**src/rtl/masking_pkg.sv**
```systemverilog
// Shared definitions for the 2-share Boolean masking interface.
// Used by the share decoder and its share collector.
package masking_pkg;

  typedef enum logic [1:0] {
    COLLECT = 2'd0,
    COMBINE = 2'd1,
    HOLD    = 2'd2
  } dec_state_t;

  localparam int NUM_SHARES = 2;

  // 1: the first beat of a word carries bit 0.
  localparam bit LSB_FIRST = 1'b1;

endpackage

```
**src/rtl/share_collector.sv**
```systemverilog
// Assembles two share words one bit position per beat.
// Flags the beat that completes a word.
module share_collector
  import masking_pkg::*;
#(
  parameter  int WIDTH = 8,
  localparam int CW    = $clog2(WIDTH)
) (
  input  logic             clk,
  input  logic             rst,
  input  logic             clear_i,
  input  logic             beat_i,
  input  logic             y0_i,
  input  logic             y1_i,
  output logic [WIDTH-1:0] sh0_o,
  output logic [WIDTH-1:0] sh1_o,
  output logic [CW-1:0]    cnt_o,
  output logic             last_o
);

  logic [WIDTH-1:0] sh0_q, sh0_d;
  logic [WIDTH-1:0] sh1_q, sh1_d;
  logic [CW-1:0]    cnt_q, cnt_d;
  logic [CW-1:0]    bit_idx;

  assign bit_idx = LSB_FIRST ? cnt_q : CW'(WIDTH - 1) - cnt_q;
  assign last_o  = beat_i && (cnt_q == CW'(WIDTH - 1));

  // The explicit last-beat compare wraps the counter, so non-power-of-2 widths never overrun.
  always_comb begin
    sh0_d = sh0_q;
    sh1_d = sh1_q;
    cnt_d = cnt_q;
    if (clear_i) begin
      sh0_d = '0;
      sh1_d = '0;
      cnt_d = '0;
    end else if (beat_i) begin
      sh0_d[bit_idx] = y0_i;
      sh1_d[bit_idx] = y1_i;
      cnt_d = last_o ? '0 : cnt_q + 1'b1;
    end
  end

  always_ff @(posedge clk) begin
    if (rst) begin
      sh0_q <= '0;
      sh1_q <= '0;
      cnt_q <= '0;
    end else begin
      sh0_q <= sh0_d;
      sh1_q <= sh1_d;
      cnt_q <= cnt_d;
    end
  end

  assign sh0_o = sh0_q;
  assign sh1_o = sh1_q;
  assign cnt_o = cnt_q;

endmodule

```
**src/rtl/masked_share_decoder.sv**
```systemverilog
// Receives serial 2-share bit pairs and unmasks the registered share words.
// Shares are wiped when the plaintext is produced, and the plaintext is wiped on handoff.
module masked_share_decoder
  import masking_pkg::*;
#(
  parameter  int WIDTH = 8,
  localparam int CW    = $clog2(WIDTH)
) (
  input  logic             clk,
  input  logic             rst,
  input  logic             in_valid,
  output logic             in_ready,
  input  logic             in_y0,
  input  logic             in_y1,
  input  logic             abort,
  output logic             out_valid,
  input  logic             out_ready,
  output logic [WIDTH-1:0] out_data,
  output logic             busy
);

  dec_state_t       state_q, state_d;
  logic [WIDTH-1:0] out_data_q, out_data_d;
  logic             out_valid_q, out_valid_d;

  logic [WIDTH-1:0] sh0, sh1;
  logic [CW-1:0]    cnt;
  logic             last_beat;
  logic             beat;
  logic             clear;

  assign in_ready = (state_q == COLLECT);
  assign beat     = in_valid && in_ready && !abort;

  share_collector #(.WIDTH(WIDTH)) u_coll (
    .clk     (clk),
    .rst     (rst),
    .clear_i (clear),
    .beat_i  (beat),
    .y0_i    (in_y0),
    .y1_i    (in_y1),
    .sh0_o   (sh0),
    .sh1_o   (sh1),
    .cnt_o   (cnt),
    .last_o  (last_beat)
  );

  // Unmasking reads only registered shares and wipes them in the same cycle.
  always_comb begin
    state_d     = state_q;
    out_data_d  = out_data_q;
    out_valid_d = out_valid_q;
    clear       = 1'b0;
    unique case (state_q)
      COLLECT: begin
        if (last_beat) state_d = COMBINE;
      end
      COMBINE: begin
        out_data_d  = sh0 ^ sh1;
        out_valid_d = 1'b1;
        clear       = 1'b1;
        state_d     = HOLD;
      end
      HOLD: begin
        if (out_valid_q && out_ready) begin
          out_data_d  = '0;
          out_valid_d = 1'b0;
          state_d     = COLLECT;
        end
      end
      default: state_d = COLLECT;
    endcase
    if (abort) begin
      state_d     = COLLECT;
      out_data_d  = '0;
      out_valid_d = 1'b0;
      clear       = 1'b1;
    end
  end

  always_ff @(posedge clk) begin
    if (rst) begin
      state_q     <= COLLECT;
      out_data_q  <= '0;
      out_valid_q <= 1'b0;
    end else begin
      state_q     <= state_d;
      out_data_q  <= out_data_d;
      out_valid_q <= out_valid_d;
    end
  end

  assign out_valid = out_valid_q;
  assign out_data  = out_data_q;
  assign busy      = (cnt != '0) || (state_q != COLLECT);

endmodule

```
**config.mk**
```make
export PLATFORM = sky130hd
export DESIGN_NAME = masked_share_decoder
export DESIGN_NICKNAME = d
export VERILOG_FILES = /design/src/rtl/masking_pkg.sv /design/src/rtl/share_collector.sv /design/src/rtl/masked_share_decoder.sv
export SDC_FILE = /design/constraint.sdc
export NUM_CORES = 1
export LEC_CHECK = 0
export ABC_CLOCK_PERIOD_IN_PS = 2200
export CORE_AREA = 2 2 54 56
export DETAILED_ROUTE_END_ITERATION = 6
export DIE_AREA = 0 0 56 58
export MAX_ROUTING_LAYER = met4
export PLACE_DENSITY = 0.75
export SLEW_MARGIN = 40
export SYNTH_ARGS = -nofsm -noshare
export SYNTH_HDL_FRONTEND = slang
export SYNTH_SLANG_ARGS = --single-unit
```
**constraint.sdc**
```tcl
create_clock -name clk -period 2.2 [get_ports clk]
set_input_delay 0.22 -clock clk [delete_from_list [all_inputs] [get_ports clk]]
set_output_delay 0.22 -clock clk [all_outputs]
set_load 0.1 [all_outputs]
```
[Word-level counts from Yosys, hierarchy flattened]
Cells that the tools add are included.
Storage, ports and cells
  register bits after elaboration: 30
  input port bits: 7
  output and inout port bits: 11
  word-level logic and storage cells: 44
Cells by class
  $add $sub $neg: 1
  $lt $le $gt $ge: 2
  equal/unequal tests: 5
  multiplexer cells: 14
  bitwise gates (word level): 1
  reduce and logical (&&, ||, !) cells: 15
Operators by type and width (number)
  $bwmux 8: 2
  $pmux 8 s2: 1
  $mux 8: 1
  $xor 8x8->8: 1
  $pmux 2 s3: 1
  $logic_and 1x1->1: 5
  $lt 3x4->1 const B: 1
  $mux 1: 4
  $mux 2: 2
  $reduce_and 2->1: 2
  $reduce_bool 2->1: 2
  $reduce_or 2->1: 2
  $add 3x1->3 const B: 1
  $demux 1 s3: 1
  $eq 3x3->1 const B: 1
  $ge 3x1->1 const B: 1
  $mux 3: 1
  $reduce_bool 3->1: 1
  $eq 2x1->1 const B: 1
  $eq 2x2->1 const B: 1
  $logic_not 2->1: 1
  $ne 2x1->1 const B: 1
  $ne 2x2->1 const B: 1
  $pmux 1 s2: 1
  2 further kinds: 2

[Longest topological paths before layout]
  depth in word-level cells: 6
  gate-level depth with buffers: 6

[By module]
A second synthesis with hierarchy kept.
Second synthesis, totals
  cell total of the unflattened synthesis: 144
  area total of the unflattened synthesis: 1428.9 µm²
Modules (own cells, without submodules)
  share_collector: instances 1, cells an instance 80, area an instance 905.9 µm², seq. area each 380.4 µm²
  masked_share_decoder: instances 1, cells an instance 64, area an instance 523.0 µm², seq. area each 220.2 µm²

[Worst setup path before layout]
OpenSTA, ideal clock, no wires.
  path type: register to output
  start point: register state_q[0]
  end point: output port busy
  arrival: 2.834 ns
  required time: 1.980 ns
  slack: -0.854 ns
  stages on the path, launching flop included: 4
  cell sequence: dfxtp_1 -> clkbuf_2 -> nor2_1 -> nand3b_1
Between the ends
  cells in the longest elaborated chain, start to end: 2
Ends and longest elaborated chain
  start: declaration: RTL line masked_share_decoder.sv:22  | dec_state_t state_q, state_d;
  start signal: assignment: RTL line masked_share_decoder.sv:87  | state_q <= state_d;
  $reduce_bool 2->1: RTL line masked_share_decoder.sv:95  | assign busy = (cnt != '0) || (state_q != COLLECT);
  $logic_or 1x1->1: RTL line masked_share_decoder.sv:95
  end: declaration: RTL line masked_share_decoder.sv:19  | output logic busy
Every way passes these cells.

[Worst setup path in the final report]
  start point: register state_q[1]
  end point: register u_coll.sh1_q[3] (netlist: u_coll.sh1_o[3])
Between the ends
  cells in the longest elaborated chain, start to end: 4
Ends and longest elaborated chain
  $eq 2x1->1: RTL line masked_share_decoder.sv:54  | unique case (state_q)
  $mux 1: RTL line masked_share_decoder.sv:54
  $mux 1: RTL line masked_share_decoder.sv:73  | if (abort) begin
  $reduce_or 2->1 (no line)
  end signal: assignment: RTL line share_collector.sv:48  | sh1_q <= '0;
  end signal: assignment: RTL line share_collector.sv:52  | sh1_q <= sh1_d;
  end: declaration: RTL line share_collector.sv:22  | logic [WIDTH-1:0] sh1_q, sh1_d;
Parallel ways exist; a longest one is shown, timed or not.
A chain may end at the register's enable or synchronous reset.

==> PnR_summary.wiki <==
{| class="wikitable"
! Metric !! Value
|-
| Outcome || finished clean
|-
| Synth Area per Inst || 9.06 um2
|-
| Setup violation total in the final timing report || 0
|-
| Number of enable flip-flop cells after synthesis || 0
|-
| Leakage || 0.000735 uW
|-
| Area grow syn2layout || 22.1%
|-
| Number of top-level pins || 18
|-
| Slowest stage cell, crit path || sky130_fd_sc_hd__or4b_1
|-
| Mapped Nets || 159
|-
| Count of warnings emitted by yosys || 0
|-
| Data required, critical path || 2.45 ns
|-
| Largest net degree at the start of global routing || 14
|-
| CTS tree || done
|-
| Critical path class || reg2reg
|-
| Final wirelength || ~2.7 mm
|-
| Depth of the most critical reg-to-reg path || 3
|-
| Dominant cells by area after synthesis || sky130_fd_sc_hd__dfxtp_1 (44%), sky130_fd_sc_hd__mux2i_1 (12%), sky130_fd_sc_hd__nand3_1 (11%)
|-
| Overall die width || between 50 and 60 um
|-
| Final layout net count || 177
|-
| CTS-repair resized insts || 0
|-
| Flops & latches, synth || 30
|-
| Number of maximum-capacitance violations || 0
|-
| Height of the die || 58 um
|-
| Routed wire per std cell || roughly 14 um
|-
| Maximum vdd ir drop || 0.000803 V
|-
| Number of nets still failing antenna checks after routing || 0
|-
| Post-DP HPWL || 1.97 mm
|-
| Die Area || 0.00325 mm2
|-
| Detailed router's first-iteration violation count || 22
|-
| Global route overflow || 0
|-
| Proportion of layout cells with a drive suffix above 1 || 0.173
|-
| Sequential area share after synthesis || 0.445
|-
| Number of buffers added by the clock tree synthesis step || 5
|-
| Share of flip-flops with an asynchronous set or reset after synthesis || 0
|-
| Setup repair after global routing missed its margin || false
|-
| Transition time at the pin with the least slew margin || roughly 0.47 ns
|-
| Fraction of synthesized cell area taken by the top area cell type || 0.445
|-
| Total number of placement rows || 19
|-
| Global Route Usage Sum || 0.191
|-
| Path type of the worst min-delay path || reg2reg
|-
| Router iterations before antenna repair || 4
|-
| Number of hold buffers added after CTS || 0
|-
| Crit path cell chain || or4b_1 -> or4_4 -> mux2i_1
|-
| Post-Synthesis Cells || 149
|-
| Number of buffers added for setup after CTS || 0
|-
| Tcrit/Tclk final || 0.837
|-
| Power per cell area || just over 700 mW/mm2
|-
| Diode count || 0
|-
| # fillers || 243
|-
| Flip-flop cell with the highest count after synthesis || sky130_fd_sc_hd__dfxtp_1
|-
| Crit-path leading delay family || simple AND/OR/NAND/NOR gates
|-
| Stage delay of the slowest cell on the critical path || 0.68 ns
|-
| Element type at the critical path start || flip-flop
|-
| Fmax || 543 MHz
|-
| Relative slew slack || 0.688
|-
| Core area || about 0.0027 mm2
|-
| Final Core Density || 0.619
|-
| Via count || 1110
|-
| Top cell type by total area after synthesis || sky130_fd_sc_hd__dfxtp_1
|-
| Distinct cell type count after synthesis || 26
|-
| Footprint of the multi-input gates || 693 um2
|-
| Crit path arrival time || 2.09 ns
|-
| Number of buffer cells added on primary ports || 17
|-
| Final-report hold violation count || 0
|-
| Via count of the first global-routing pass || 1039
|-
| Cell at the root of the clock tree || sky130_fd_sc_hd__clkbuf_4
|-
| CTS Buffer Depth || 2
|-
| Number of pins with negative max-slew slack in the final report || 0
|-
| Worst-case clock skew || roughly 0.008 ns
|-
| Storage cell area || 601 um2
|-
| Maximum net fanout on the critical path || 8
|-
| Number of clock sinks || 30
|-
| Vias/cell || 5.58
|-
| Clock Pin Slew Worst Setup and Hold Paths || roughly 0.10 ns
|-
| Clock network latency to the later pin of the worst-skew pair || about 0.33 ns
|-
| Total negative slack for setup checks || 0 ns
|-
| Type of element capturing the critical path || flip-flop
|-
| Min cycle time layout || 1.84 ns
|-
| Total stage count of the critical path || 3
|-
| H-tree depth || 2
|-
| Residual DRC || 0
|-
| Number of stages on the worst hold path || 2
|-
| Global-route wire length before repair || 4.65 mm
|-
| Initial core utilization || 0.507
|-
| Worst Path Buf+Inv || 0
|-
| Initial antenna violation count || 0
|-
| Netlist area before placement || 0.00135 mm2
|-
| Weighted congestion at the end of routability-driven global placement || 0.835
|}
## cell usage after synthesis (2+ instances only)
library cell	number
sky130_fd_sc_hd__a21oi_1	13
sky130_fd_sc_hd__buf_1	2
sky130_fd_sc_hd__buf_2	2
sky130_fd_sc_hd__clkbuf_1	5
sky130_fd_sc_hd__dfxtp_1	30
sky130_fd_sc_hd__ha_1	3
sky130_fd_sc_hd__inv_1	3
sky130_fd_sc_hd__mux2i_1	16
sky130_fd_sc_hd__nand2_1	14
sky130_fd_sc_hd__nand3_1	29
sky130_fd_sc_hd__nand3b_1	3
sky130_fd_sc_hd__nand4_1	3
sky130_fd_sc_hd__nor2_1	4
sky130_fd_sc_hd__o21ai_0	2
sky130_fd_sc_hd__or4_4	2
sky130_fd_sc_hd__xor2_1	8
## layout make-up
class | count | share of cell area
well taps | 31 | 0.0235
clock inverters | 2 | 0.0364
multi-input cells | 105 | 0.421
clock buffers | 6 | 0.0311
flip-flops and latches | 30 | 0.364
inverters | 3 | 0.00683
repair buffers | 22 | 0.117
## path summary, 6_finish.rpt
path,endpoint,startpoint,slack [ns]
worst max register to register,u_coll.sh1_o[3]$_SDFFE_PP0P_,state_q[1]$_SDFFE_PP0P_,0.36
worst max-delay path,u_coll.sh1_o[3]$_SDFFE_PP0P_,state_q[1]$_SDFFE_PP0P_,0.36
worst min register to register,out_data[1]$_SDFFE_PP0P_,out_data[1]$_SDFFE_PP0P_,0.47
worst min-delay path,out_data[1]$_SDFFE_PP0P_,out_data[1]$_SDFFE_PP0P_,0.47
## registers in the layout, indices dropped and copies added, names as in the netlist
| signal | cells |
|---|---|
| out_data | 8 |
| u_coll.sh1_o | 8 |
| state_q | 2 |
| u_coll.sh0_o | 8 |
| out_valid | 1 |
| u_coll.cnt_o | 3 |
## stage by stage
| stage | setup slack, ns | hold slack [ns] | area [um2] | instances | power, uW |
|---|---|---|---|---|---|
| CTS | 0.371 | 0.471 | 1650 | 199 | 1190 |
| finish | 0.358 | 0.467 | 1650 | 199 | 1180 |
| global placement | 0.185 | 0.450 | 1540 | 191 | 611 |
| global route | 0.311 | 0.502 | 1650 | 199 | 1220 |
| floorplan | 0.152 | 0.426 | 1360 | 149 | 587 |
| detailed placement | 0.144 | 0.457 | 1540 | 191 | 612 |
## layer usage
layer / track usage / wire, um / vias to the layer above / part of all wire
li1: - / - / 560 / -
met1: 0.234 / 1170 / 510 / 0.44
met2: 0.297 / 1280 / 29 / 0.48
met3: 0.0402 / 139 / 11 / 0.052
met4: 0.105 / 97 / 0 / 0.036
met5: - / 0 / - / 0
## worst reg2reg max path, cell delays in order, from the launching register on
cell                      delay (ns)
sky130_fd_sc_hd__dfxtp_1        0.42
sky130_fd_sc_hd__or4b_1         0.68
sky130_fd_sc_hd__or4_4          0.48
sky130_fd_sc_hd__mux2i_1        0.20
## cell families (layout without fill, tap and decap cells)
group,count (synthesis),count (layout),synth area share
adders and majority gates,3,3,0.0278
xor gates and xnor gates,8,8,0.0519
muxes,16,16,0.119
buffers and inverters,14,33,0.0473
AOI/OAI and AO/OA,15,15,0.0556
DFF,30,30,0.445
and+or+nand+nor,63,63,0.254
## power by group
part / internal [uW] / leakage, uW / switching [uW] / total, uW
Sequential: 544 / 0.000242 / 2.06 / 546
Combinational: 23.0 / 0.000435 / 30.3 / 53.4
Clock: 385 / 0.0000585 / 192 / 577
Total: 952 / 0.000735 / 224 / 1180
## placed cells by master, fill, tap and decap left out, drive strengths merged, types with 3 or more instances in the layout
cell	count
nand4	3
dfxtp	30
mux2i	16
clkbuf	6
xor2	8
nand3b	3
inv	3
nand3	29
nor2	4
buf	16
clkdlybuf4s50	6
a21oi	13
ha	3
nand2	14
(Power assumes the default switching activity.)
